===== config.mk =====
export PLATFORM = sky130hd
export DESIGN_NAME = tone_player
export DESIGN_NICKNAME = d
export VERILOG_FILES = /design/src/rtl/tone_player.sv
export SDC_FILE = /design/constraint.sdc
export NUM_CORES = 1
export LEC_CHECK = 0
export BUFFER_PORTS_ARGS = -buffer_cell sky130_fd_sc_hd__buf_2
export CAP_MARGIN = 15
export CORE_ASPECT_RATIO = 1.1
export CORE_MARGIN = 2
export CORE_UTILIZATION = 40
export CTS_CLUSTER_SIZE = 8
export DETAILED_ROUTE_END_ITERATION = 10
export GPL_ROUTABILITY_DRIVEN = 0
export PLACE_DENSITY = 0.68
export SKIP_LAST_GASP = 1
export SYNTH_ARGS = -nofsm -noshare
export SYNTH_HDL_FRONTEND = slang
export SYNTH_SLANG_ARGS = --single-unit

===== constraint.sdc =====
create_clock -name clk_i -period 6.6 [get_ports clk_i]
set_input_delay 0.66 -clock clk_i [delete_from_list [all_inputs] [get_ports clk_i]]
set_output_delay 0.66 -clock clk_i [all_outputs]
set_load 0.02 [all_outputs]

===== src/rtl/tone_player.sv =====
// -----------------------------------------------------------------------------
// tone_player
//
// Purpose
//   Initiator side of the audio sine-ROM lookup interface. Accepts note
//   requests, drives the ROM freq_id/index inputs from a 16-bit phase
//   accumulator and reads back the ROM's freq (phase increment) and level
//   (magnitude). The sign folded away by the ROM is restored from the phase
//   MSB, and one signed sample is emitted per sample tick.
//
// Configuration
//   PWM_OUT_EN  When defined, a free-running counter and a registered
//               comparator turn the sample into a PWM bit stream on
//               pwm_out_o. When undefined, pwm_out_o is tied low.
//
// Ports
//   clk_i            system clock
//   reset_i          asynchronous, active-high reset
//   sample_tick_i    one-cycle strobe at the audio sample rate
//   note_valid_i     note request valid
//   note_id_i        0..24 = A2..A4, 31 = rest/stop, 25..30 play ROM default
//   note_ready_o     note request accepted when valid && ready
//   rom_freq_id_o    to ROM freq_id
//   rom_index_o      to ROM index (always 0..1023)
//   rom_freq_i       from ROM freq (phase increment per sample)
//   rom_level_i      from ROM level (magnitude)
//   sample_o         signed two's-complement sample
//   sample_valid_o   one-cycle strobe, sample_o updated
//   playing_o        high while the FSM is in PLAY
//   pwm_out_o        PWM audio output
//   state_o          debug view of the FSM state
//
// Handshake
//   A note is transferred on a rising clock edge where note_valid_i and
//   note_ready_o are both high. note_ready_o depends only on the FSM state,
//   never on note_valid_i, and the requester must hold note_id_i stable
//   while note_valid_i is high.
//
// Sample timing
//   The edge that samples sample_tick_i advances the phase (stage 0), the
//   next edge registers the ROM index and sign (stage 1), and the edge after
//   that registers sample_o and raises sample_valid_o (stage 2). Ticks must
//   be at least 3 cycles apart.
// -----------------------------------------------------------------------------
module tone_player #(
  parameter int BITS = 6
) (
  input  logic            clk_i,
  input  logic            reset_i,
  input  logic            sample_tick_i,
  input  logic            note_valid_i,
  input  logic [4:0]      note_id_i,
  output logic            note_ready_o,
  output logic [4:0]      rom_freq_id_o,
  output logic [10:0]     rom_index_o,
  input  logic [15:0]     rom_freq_i,
  input  logic [BITS-1:0] rom_level_i,
  output logic [BITS:0]   sample_o,
  output logic            sample_valid_o,
  output logic            playing_o,
  output logic            pwm_out_o,
  output logic [1:0]      state_o
);

  localparam logic [4:0] NOTE_REST = 5'd31;

  typedef enum logic [1:0] {
    S_IDLE = 2'd0,
    S_LOAD = 2'd1,
    S_PLAY = 2'd2,
    S_PEND = 2'd3
  } state_e;

  // ---------------------------------------------------------------------------
  // Control state
  // ---------------------------------------------------------------------------
  state_e      state_q, state_d;
  logic [15:0] phase_q, phase_d;
  logic [15:0] freq_q, freq_d;
  logic [4:0]  freq_id_q, freq_id_d;
  logic [4:0]  pend_id_q, pend_id_d;
  logic        from_idle_q, from_idle_d;

  logic        note_ready;
  logic        note_accept;
  logic        tick_zero;      // the sample produced by this tick is forced to 0
  logic [16:0] phase_sum;      // bit 16 is the carry out of phase[15]

  assign note_accept = note_valid_i && note_ready;
  assign phase_sum   = {1'b0, phase_q} + {1'b0, freq_q};

  always_comb begin
    state_d     = state_q;
    phase_d     = phase_q;
    freq_d      = freq_q;
    freq_id_d   = freq_id_q;
    pend_id_d   = pend_id_q;
    from_idle_d = from_idle_q;
    note_ready  = 1'b0;
    tick_zero   = 1'b0;

    case (state_q)
      S_IDLE: begin
        // Phase is frozen; ticks still produce a (silent) sample.
        note_ready = 1'b1;
        tick_zero  = 1'b1;
        if (note_accept && (note_id_i != NOTE_REST)) begin
          freq_id_d   = note_id_i;
          from_idle_d = 1'b1;
          state_d     = S_LOAD;
        end
      end

      S_LOAD: begin
        // rom_freq_id_o already carries the new id, so rom_freq_i is the new
        // increment. A tick here still advances with the old increment, but
        // the phase clear for a fresh start takes priority.
        if (sample_tick_i) begin
          phase_d = phase_sum[15:0];
        end
        if (from_idle_q) begin
          phase_d = '0;
        end
        freq_d  = rom_freq_i;
        state_d = S_PLAY;
      end

      S_PLAY: begin
        note_ready = 1'b1;
        if (sample_tick_i) begin
          phase_d = phase_sum[15:0];
        end
        if (note_accept) begin
          pend_id_d = note_id_i;
          state_d   = S_PEND;
        end
      end

      S_PEND: begin
        // The old note keeps sounding until a positive-going zero crossing,
        // so the switch to the new note (or to silence) is click-free.
        if (sample_tick_i) begin
          phase_d = phase_sum[15:0];
          if (phase_sum[16]) begin
            if (pend_id_q == NOTE_REST) begin
              phase_d   = '0;
              freq_id_d = NOTE_REST;
              tick_zero = 1'b1;
              state_d   = S_IDLE;
            end else begin
              freq_id_d   = pend_id_q;
              from_idle_d = 1'b0;
              state_d     = S_LOAD;
            end
          end
        end
      end

      default: begin
        state_d = S_IDLE;
      end
    endcase
  end

  always_ff @(posedge clk_i or posedge reset_i) begin
    if (reset_i) begin
      state_q     <= S_IDLE;
      phase_q     <= '0;
      freq_q      <= '0;
      freq_id_q   <= NOTE_REST;
      pend_id_q   <= NOTE_REST;
      from_idle_q <= 1'b0;
    end else begin
      state_q     <= state_d;
      phase_q     <= phase_d;
      freq_q      <= freq_d;
      freq_id_q   <= freq_id_d;
      pend_id_q   <= pend_id_d;
      from_idle_q <= from_idle_d;
    end
  end

  // ---------------------------------------------------------------------------
  // Sample pipeline
  // ---------------------------------------------------------------------------
  logic          s1_valid_q, s1_zero_q;
  logic          s2_valid_q, s2_zero_q;
  logic [10:0]   index_q;
  logic          neg_q;
  logic [BITS:0] sample_q, sample_d;
  logic          sample_valid_q;
  logic [BITS:0] level_mag;

  assign level_mag = {1'b0, rom_level_i};

  // Sign restoration: the ROM only returns the magnitude, the half-cycle is
  // carried alongside the index as neg_q.
  always_comb begin
    sample_d = sample_q;
    if (s2_valid_q) begin
      if (s2_zero_q) begin
        sample_d = '0;
      end else if (neg_q) begin
        sample_d = -level_mag;
      end else begin
        sample_d = level_mag;
      end
    end
  end

  always_ff @(posedge clk_i or posedge reset_i) begin
    if (reset_i) begin
      s1_valid_q     <= 1'b0;
      s1_zero_q      <= 1'b0;
      s2_valid_q     <= 1'b0;
      s2_zero_q      <= 1'b0;
      index_q        <= '0;
      neg_q          <= 1'b0;
      sample_q       <= '0;
      sample_valid_q <= 1'b0;
    end else begin
      s1_valid_q <= sample_tick_i;
      s1_zero_q  <= sample_tick_i && tick_zero;
      s2_valid_q <= s1_valid_q;
      s2_zero_q  <= s1_zero_q;
      // Index MSB is held at 0: the upper half of the ROM address space is
      // reserved. Silent ticks leave the ROM address untouched.
      if (s1_valid_q && !s1_zero_q) begin
        index_q <= {1'b0, phase_q[15:6]};
        neg_q   <= phase_q[15];
      end
      sample_valid_q <= s2_valid_q;
      sample_q       <= sample_d;
    end
  end

  // ---------------------------------------------------------------------------
  // PWM output
  // ---------------------------------------------------------------------------
`ifdef PWM_OUT_EN
  logic [BITS:0] pwm_cnt_q;
  logic          pwm_q;
  logic [BITS:0] pwm_level;

  // Two's complement to offset binary (sample + 2^BITS) is an MSB flip.
  assign pwm_level = {~sample_q[BITS], sample_q[BITS-1:0]};

  always_ff @(posedge clk_i or posedge reset_i) begin
    if (reset_i) begin
      pwm_cnt_q <= '0;
      pwm_q     <= 1'b0;
    end else begin
      pwm_cnt_q <= pwm_cnt_q + (BITS+1)'(1);
      pwm_q     <= (pwm_level > pwm_cnt_q);
    end
  end

  assign pwm_out_o = pwm_q;
`else
  assign pwm_out_o = 1'b0;
`endif

  // ---------------------------------------------------------------------------
  // Outputs
  // ---------------------------------------------------------------------------
  assign note_ready_o   = note_ready;
  assign rom_freq_id_o  = freq_id_q;
  assign rom_index_o    = index_q;
  assign sample_o       = sample_q;
  assign sample_valid_o = sample_valid_q;
  assign playing_o      = (state_q == S_PLAY);
  assign state_o        = state_q;

endmodule

==> flow_metrics.tcl, run 1 <==
set metrics [dict create \
    finish.utilization_pct 46.4 \
    fin_crit_sh_pct 41.9 \
    yosys_warnings 0 \
    syn_inst 347 \
    antenna_cells_inserted 0 \
    cts_hold_repair.buffers 0 \
    avgSynthCellArea_sq_um 10.8 \
    wl_per_cell_um 14.5 \
    grt.total_usage_pct 16.2 \
    numPortBuffers 57 \
    unrepaired_setup_endpoints_after_global_routing "no" \
    fp.dieH_um 106 \
    cts_tree "built" \
    half_perimeter_wire_length_of_the_detailed_placement_result_um 5450 \
    power_density_nw_per_um2 633 \
    synth_async_sr_flop_share_pct 100 \
    relSlewSlack_pct 43.3 \
    initial_antenna_violation_count 0 \
    top_cell_type_by_total_area_after_synthesis "sky130_fd_sc_hd__dfrtp_1" \
    cts-htree-levels 3 \
    max-vdd-ir-drop_mv 0.186 \
    drt.antenna.violating_nets 0 \
    slew_at_the_pin_closest_to_its_max_slew_limit_ns 0.851 \
    clockRootBuffer "sky130_fd_sc_hd__clkbuf_8" \
    prevailing_post_synth_register_cell "sky130_fd_sc_hd__dfrtp_1" \
    firstDrtPassIters 4 \
    tritoncts_num_sinks 67 \
    row_count 37 \
    finalHoldWorstSlack_ns 0.374 \
    post-place-ws_ns 3.86 \
    cp.required_ns 6.89 \
    grt_max_degree 68 \
    clk_path_buf_depth 2 \
    mappedNetlistArea_sq_um 3760 \
    post_cts.repair.setup_buffers 0 \
    design.portCount 60 \
    viasPerCell 5.41 \
    netlist_top_cells_count "sky130_fd_sc_hd__dfrtp_1 (57), sky130_fd_sc_hd__mux2_2 (31), sky130_fd_sc_hd__nand2_1 (23)" \
    start_util_pct 40.6 \
    cap_viol_max_count 0 \
    cp-end-kind "flop" \
    design.die.area_sq_um 10200 \
    timing_max_transition_violations_final 0 \
    portion_of_the_post_synthesis_area_used_by_sequential_elements_pct 44.9 \
    clock-skew-final_ns 0.0142 \
    tns_ns 0 \
    met3RoutedLength_um 346 \
    grt_pass1_vias 2770 \
    worst_hold_check_path_type "reg2reg" \
    routed_wirelength_um 7590 \
    drt_iter0_drc 121 \
    m1WireLength_um 3490 \
    cts.reportedPaths.clkPinSlew_ns 0.08 \
    ys_top_cells_by_area "sky130_fd_sc_hd__dfrtp_1 (38%), sky130_fd_sc_hd__mux2_2 (9.3%), sky130_fd_sc_hd__dfstp_2 (7.0%)" \
    remaining_drc_errors 0 \
    first_pass_grt_wire_length_um 12800 \
    yosysTopAreaCellShare_pct 37.9 \
    crit_arrival_ns 3.06 \
    numCtsBuffers 9 \
    drive_gt1_share_pct 31.5 \
    num-nets-final 454 \
    globalRoute.totalOverflow 0 \
    count_of_unique_library_cells_instantiated_by_yosys 59 \
    timing.final.setup_violations 0 \
    synth_enable_flop_cells 0 \
    timing.critical_path.from_type "flop" \
    maxClockFrequency_mhz 362 \
    route.top_layer_used "met4" \
    clock_insertion_delay_worst_skew_ns 0.36 \
    critical_path_peak_fanout 16 \
    worst_setup_path_category "reg2reg" \
    final.setup.worst_slack_ns 3.84 \
    detailed_route_wirelength_on_metal2_um 3640 \
    fin_crit_ns 2.76 \
    cts.repair.resized 0 \
    yosys_register_bits 67 \
    layout_overhead_on_the_synthesized_area_pct 14.2 \
    outcome "completed" \
    synth.most_common_cell "sky130_fd_sc_hd__dfrtp_1" \
    route.vias.total 2831 \
    core-area_sq_um 9260 \
    total_leakage_power_nw 2.00 \
    die_width_um 96.4 \
    finalHoldViolations 0 \
]
==> worst max-delay path, cell delays in order, from the launching register on <==
cell                       delay (ns)
sky130_fd_sc_hd__dfrtp_1         0.38
sky130_fd_sc_hd__ha_1            0.24
sky130_fd_sc_hd__fa_1            0.41
sky130_fd_sc_hd__a21o_1          0.23
sky130_fd_sc_hd__a31o_4          0.27
sky130_fd_sc_hd__a211oi_4        0.32
sky130_fd_sc_hd__a32o_2          0.49
sky130_fd_sc_hd__a21boi_1        0.21
sky130_fd_sc_hd__o22a_1          0.14
==> report_power, final <==
part           switching, W  total (W)  internal [W]
logic              0.000906    0.00166      0.000756
registers          0.000127   0.000760      0.000633
clock network      0.000162   0.000295      0.000134
==> state kept, by name, indices dropped and copies added, names as in the netlist, 2 cells and up <==
| register | cells |
|---|---|
| phase_q | 16 |
| rom_index_o | 9 |
| freq_q | 16 |
| sample_o | 7 |
| pend_id_q | 5 |
| state_o | 2 |
| rom_freq_id_o | 5 |
==> logic make-up after synthesis <==
| kind of cell | share of synthesized area [%] |
|---|---|
| compound gates | 21.2 |
| xor+xnor | 3.50 |
| fa+ha+maj | 7.52 |
| buf+inv | 3.79 |
| flops | 44.9 |
| mux | 9.82 |
| other cells | 0.0998 |
| simple gates | 9.12 |
==> cell type report <==
cell class,instances,area (sq um)
Clock buffer,9,124
Clock inverter,7,45.0
Fill cell,895,4970
Inverter,15,56.3
Multi-Input combinational cell,249,1930
Sequential cell,67,1690
Tap cell,117,146
Timing Repair Buffer,59,300
==> path summary, 6_finish.rpt <==
kind,start,endpoint,slack (ns),depth (start not counted)
max,phase_q[0]$_DFFE_PP0P_,phase_q[15]$_DFFE_PP0P_,3.84,8
min,s1_zero_q$_DFF_PP0_,s2_zero_q$_DFF_PP0_,0.37,0
max reg2reg,phase_q[0]$_DFFE_PP0P_,phase_q[15]$_DFFE_PP0P_,3.84,8
min reg2reg,s1_zero_q$_DFF_PP0_,s2_zero_q$_DFF_PP0_,0.37,0
max in group asynchronous,reset_i,freq_q[8]$_DFFE_PP0N_,5.49,3
min in group asynchronous,reset_i,state_o[1]$_DFFE_PP0P_,0.55,3
==> layout by cell type (no fill, tap or decap), types with 9 or more instances in the layout <==
master	instances
sky130_fd_sc_hd__nand2_1	23
sky130_fd_sc_hd__dfstp_2	10
sky130_fd_sc_hd__o22ai_1	9
sky130_fd_sc_hd__buf_2	57
sky130_fd_sc_hd__xnor2_1	10
sky130_fd_sc_hd__ha_1	21
sky130_fd_sc_hd__o21ai_0	17
sky130_fd_sc_hd__a21oi_1	19
sky130_fd_sc_hd__a22o_1	12
sky130_fd_sc_hd__inv_1	13
sky130_fd_sc_hd__clkbuf_8	9
sky130_fd_sc_hd__dfrtp_1	57
sky130_fd_sc_hd__nor2_1	13
sky130_fd_sc_hd__mux2_2	31
sky130_fd_sc_hd__a21o_1	9
==> routing by layer <==
metal / up-vias / global-route usage, %
met5: - / 0
met4: 0 / 6.74
met3: 9 / 5.00
met2: 48 / 25.5
met1: 1389 / 20.5
li1: 1385 / -
==> metrics by stage <==
step | total power (W) | std cells | cell area (sq um)
floorplan | 0.00210 | 348 | 3760
global placement | 0.00239 | 507 | 4120
detailed placement | 0.00244 | 507 | 4120
CTS | 0.00275 | 523 | 4290
global route | 0.00296 | 523 | 4290
finish | 0.00272 | 523 | 4290
Power figures use the tool's default switching activity.
==> run 2: changes to the inputs <==
clock period = 2.7 ns   (was 6.6 ns; I/O delays follow)
==> flow_metrics.tcl, run 2 (synthesis gave the netlist of run 1 again) <==
set metrics [dict create \
    numPlacedInstances 510 \
    clockRootBuffer "sky130_fd_sc_hd__clkbuf_8" \
    routed_wirelength_um 7580 \
    num-nets-final 457 \
    first_pass_grt_wire_length_um 12800 \
    post_cts.repair.setup_buffers 0 \
    finalHoldWorstSlack_ns 0.0612 \
    ff2ff_setup_slack_ns 0.14 \
    clk_path_buf_depth 2 \
    multiInputGateArea_sq_um 1940 \
    tritoncts_num_sinks 67 \
    timing_max_transition_violations_final 0 \
    drt.antenna.violating_nets 0 \
    cts_tree "built" \
    crit_slowest_cell "sky130_fd_sc_hd__or4_1" \
    unrepaired_setup_endpoints_after_global_routing "no" \
    total_leakage_power_nw 2.03 \
    clock_insertion_delay_worst_skew_ns 0.35 \
    grt_pass1_vias 2760 \
    relSlewSlack_pct 47.6 \
    drive_gt1_share_pct 32.5 \
    antenna_cells_inserted 0 \
    design.portCount 60 \
    ff_to_ff_end "phase_q[14]$_DFFE_PP0P_" \
    cp-end-kind "flop" \
    worst_setup_path_category "reg2reg" \
    numCtsBuffers 9 \
    crit_arrival_ns 2.80 \
    cts.reportedPaths.clkPinSlew_ns 0.07 \
    post-place-ws_ns 0.0883 \
    fillers 891 \
    grt.total_usage_pct 16.0 \
    tns_ns 0 \
    half_perimeter_wire_length_of_the_detailed_placement_result_um 5520 \
    globalRoute.totalOverflow 0 \
    final.setup.worst_slack_ns 0.136 \
    max-vdd-ir-drop_mv 0.455 \
    timing.critical_path.from_type "flop" \
    power_density_nw_per_um2 1570 \
    drt_iter0_drc 79 \
    start_util_pct 40.6 \
    worst_hold_check_path_type "in2async" \
    final-instance-count-excl-fill 526 \
    cp_slowest_stage_delay_ns 0.56 \
    r2r-start "phase_q[0]$_DFFE_PP0P_" \
    fin_crit_ns 2.56 \
    firstDrtPassIters 4 \
    fp.dieH_um 106 \
    layout_overhead_on_the_synthesized_area_pct 16.3 \
    remaining_drc_errors 0 \
    crit_chain "ha_1 -> fa_2 -> a21o_1 -> a31o_4 -> and2_1 -> or4_1 -> a41oi_1 -> nor2_1" \
    critical_path_peak_fanout 5 \
    outcome "completed" \
    initial_antenna_violation_count 0 \
    timing.final.setup_violations 0 \
    design.die.area_sq_um 10200 \
    die_width_um 96.4 \
    clock-skew-final_ns 0.0139 \
    viasPerCell 5.43 \
    reg2regPathDepth 8 \
    timing.critical_path.from "phase_q[0]$_DFFE_PP0P_" \
    sequential_cell_area_sq_um 1690 \
    layout_common_cells "sky130_fd_sc_hd__dfrtp_1 (57), sky130_fd_sc_hd__buf_2 (57), sky130_fd_sc_hd__mux2_2 (31)" \
    cp.required_ns 2.94 \
    row_count 37 \
    numPortBuffers 57 \
    core-area_sq_um 9260 \
    wl_per_cell_um 14.4 \
    cts_hold_repair.buffers 0 \
    route.vias.total 2857 \
    maxClockFrequency_mhz 390 \
    grt_max_degree 39 \
    slew_at_the_pin_closest_to_its_max_slew_limit_ns 0.785 \
    cts-htree-levels 3 \
    finish.utilization_pct 47.2 \
    finalHoldViolations 0 \
    fin_crit_sh_pct 95.0 \
    cap_viol_max_count 0 \
    cts.repair.resized 0 \
]
## run 2: cell types whose count changed in the layout (fill, tap and decap cells not counted), sizes merged
cell / previous run / this run
bufinv: 0 / 1
clkbuf: 9 / 10
buf: 59 / 62
clkinv: 3 / 1
## run 2: critical path: cells and delay by family (launching register included)
family | cells | cell delay (ns)
flip-flops | 1 | 0.38
adder cells (fa/ha/maj) | 2 | 0.60
AO/OA/AOI/OAI | 3 | 0.71
AND/OR/NAND/NOR | 3 | 0.77
## run 2: layout make-up
class / instances / share of cell area (%)
clock buffer: 10 / 3.15
clock inverter: 6 / 1.49
inverter: 15 / 1.29
multi-input combinational: 249 / 44.4
sequential: 67 / 38.6
tap: 117 / 3.35
timing repair buffer: 62 / 7.67
## run 2: metal layers
metal	routed length [um]	vias to the layer above	track usage, %
met5	0	-	0
met1	3510	1408	21.1
li1	-	1396	-
met2	3680	43	25.4
met4	98	0	5.13
met3	283	10	4.07
## run 2: metrics by stage
step | instance area, sq um | total power [W]
global placement | 4160 | 0.00590
CTS | 4360 | 0.00689
global route | 4370 | 0.00746
floorplan | 3760 | 0.00513
detailed placement | 4160 | 0.00601
finish | 4370 | 0.00687
## run 2: worst max path at each step
stage,slack [ns],depth (start not counted),end
floorplan,0.21,8,phase_q[14]$_DFFE_PP0P_
global placement,0.15,8,phase_q[14]$_DFFE_PP0P_
detailed placement,0.09,8,phase_q[14]$_DFFE_PP0P_
CTS,0.07,8,phase_q[14]$_DFFE_PP0P_
global route,0.03,8,phase_q[14]$_DFFE_PP0P_
finish,0.14,8,phase_q[14]$_DFFE_PP0P_
## run 2: power by group
part           internal [W]  switching [W]  total (W)
sequential          0.00155       0.000307    0.00186
clock              0.000449       0.000393   0.000842
combinational       0.00191        0.00226    0.00417
==> run 3: changes to the inputs <==
CORE_UTILIZATION = 50   (was 40)
PLACE_DENSITY = 0.8   (was 0.68)
==> flow_metrics.tcl, run 3 (synthesis gave the netlist of run 1 again) <==
set metrics [dict create \
    reg2regPathDepth 8 \
    unrepaired_setup_endpoints_after_global_routing "no" \
    grt_pass1_vias 2797 \
    remaining_drc_errors 0 \
    first_pass_grt_wire_length_um 12500 \
    r2r-start "phase_q[0]$_DFFE_PP0P_" \
    design.portCount 60 \
    timing.final.setup_violations 0 \
    path_delay_family "simple AND/OR/NAND/NOR gates" \
    fp.dieH_um 94.9 \
    initial_antenna_violation_count 0 \
    numPortBuffers 57 \
    timing_max_transition_violations_final 0 \
    tritoncts_num_sinks 67 \
    ff2ff_setup_slack_ns 0.14 \
    critical_path_peak_fanout 5 \
    path_buf_inv 0 \
    worst_setup_path_category "reg2reg" \
    slew_at_the_pin_closest_to_its_max_slew_limit_ns 0.643 \
    cp_slowest_stage_delay_ns 0.56 \
    wl_per_cell_um 15.0 \
    routed_wirelength_um 7430 \
    crit_slowest_cell "sky130_fd_sc_hd__or4_1" \
    cp-end-kind "flop" \
    final-instance-count-excl-fill 496 \
    drt_iter0_drc 182 \
    num-nets-final 457 \
    grt_max_degree 38 \
    layout_common_cells "sky130_fd_sc_hd__dfrtp_1 (57), sky130_fd_sc_hd__buf_2 (57), sky130_fd_sc_hd__mux2_2 (31)" \
    fin_crit_sh_pct 94.8 \
    worst_hold_check_path_type "in2async" \
    crit_chain "ha_1 -> fa_2 -> a21o_1 -> a31o_4 -> and2_1 -> or4_1 -> a41oi_2 -> nor2_1" \
    cts_tree "built" \
    total_leakage_power_nw 2.06 \
    max-vdd-ir-drop_mv 0.564 \
    crit_arrival_ns 2.80 \
    finalHoldWorstSlack_ns -0.000817 \
    cts-htree-levels 3 \
    cap_viol_max_count 0 \
    maxClockFrequency_mhz 391 \
    die_width_um 86.7 \
    route.vias.total 2851 \
    viasPerCell 5.75 \
    design.die.area_sq_um 8230 \
    globalRoute.totalOverflow 0 \
    antenna_cells_inserted 0 \
    drive_gt1_share_pct 32.8 \
    core-area_sq_um 7390 \
    firstDrtPassIters 4 \
    relSlewSlack_pct 57.1 \
    cts.reportedPaths.clkPinSlew_ns 0.08 \
    clock-skew-final_ns 0.0109 \
    timing.critical_path.from_type "flop" \
    numCtsBuffers 9 \
    power_density_nw_per_um2 1600 \
    clk_path_buf_depth 2 \
    clockRootBuffer "sky130_fd_sc_hd__clkbuf_8" \
    tns_ns 0 \
    failed_checks "negative hold slack" \
    start_util_pct 50.9 \
    half_perimeter_wire_length_of_the_detailed_placement_result_um 5450 \
    numPlacedInstances 480 \
    clock_insertion_delay_worst_skew_ns 0.35 \
    row_count 33 \
    fin_crit_ns 2.56 \
    grt.total_usage_pct 19.3 \
    cts_hold_repair.buffers 0 \
    cp.required_ns 2.94 \
    outcome "complete, but fails checks" \
    drt.antenna.violating_nets 0 \
    finalHoldViolations 3 \
    layout_overhead_on_the_synthesized_area_pct 16.0 \
    ff_to_ff_end "phase_q[14]$_DFFE_PP0P_" \
]
==> run 3: stage by stage <==
| step | total power, W | util, % | hold slack, ns | setup slack (ns) | instance area [sq um] |
|---|---|---|---|---|---|
| 3_5_place_dp | 0.00600 | 55.7 | 0.362 | 0.100 | 4120 |
| 3_3_place_gp | 0.00585 | 55.7 | 0.354 | 0.158 | 4120 |
| 5_1_grt | 0.00753 | 59.0 | 0.0527 | 0.0389 | 4360 |
| 2_1_floorplan | 0.00513 | - | 0.301 | 0.213 | 3760 |
| 4_1_cts | 0.00696 | 58.8 | 0.0235 | 0.0871 | 4340 |
| 6_report | 0.00698 | 59.0 | -0.000817 | 0.141 | 4360 |
==> run 3: power breakdown <==
group | internal, W | leakage, nW | total (W) | switching (W)
combinational | 0.00191 | 1.15 | 0.00418 | 0.00227
sequential | 0.00155 | 0.799 | 0.00186 | 0.000316
clock | 0.000526 | 0.114 | 0.000929 | 0.000403
total | 0.00399 | 2.06 | 0.00698 | 0.00299
==> run 3: metal layers <==
metal | global-route usage, % | part of all wire, % | vias to the layer above
met5 | 0 | 0 | -
met4 | 8.33 | 1.6 | 0
met3 | 3.85 | 3.0 | 12
met2 | 31.9 | 50 | 60
met1 | 24.5 | 46 | 1387
li1 | - | - | 1392
==> run 3: layout make-up <==
type / count / area [sq um]
fillers: 601 / 3030
inverters: 15 / 56.3
multi-input cells: 249 / 1950
flip-flops and latches: 67 / 1690
clock inverters: 7 / 100
repair buffers: 62 / 335
well taps: 87 / 109
clock buffers: 9 / 124
==> run 3: what timing repair did <==
item / in CTS / in global routing
buffers inserted: 0 / 0
setup endpoints to repair: 0 / 1
gates resized for setup: 0 / 3
==> run 3: worst reg2reg max path: cells and delay by family (launching register included) <==
| kind | cells | cell delay [ns] |
|---|---|---|
| AND/OR/NAND/NOR | 3 | 0.77 |
| AO/OA/AOI/OAI | 3 | 0.69 |
| adder cells (fa/ha/maj) | 2 | 0.61 |
| flip-flops | 1 | 0.38 |
==> run 3: how the worst max path moves through the flow <==
stage	slack [ns]	to	cells past startpoint	startpoint
global placement	0.16	phase_q[14]$_DFFE_PP0P_	8	phase_q[0]$_DFFE_PP0P_
global route	0.04	phase_q[14]$_DFFE_PP0P_	8	phase_q[0]$_DFFE_PP0P_
CTS	0.09	phase_q[14]$_DFFE_PP0P_	8	phase_q[0]$_DFFE_PP0P_
detailed placement	0.10	phase_q[14]$_DFFE_PP0P_	8	phase_q[0]$_DFFE_PP0P_
finish	0.14	phase_q[14]$_DFFE_PP0P_	8	phase_q[0]$_DFFE_PP0P_
floorplan	0.21	phase_q[14]$_DFFE_PP0P_	8	phase_q[0]$_DFFE_PP0P_
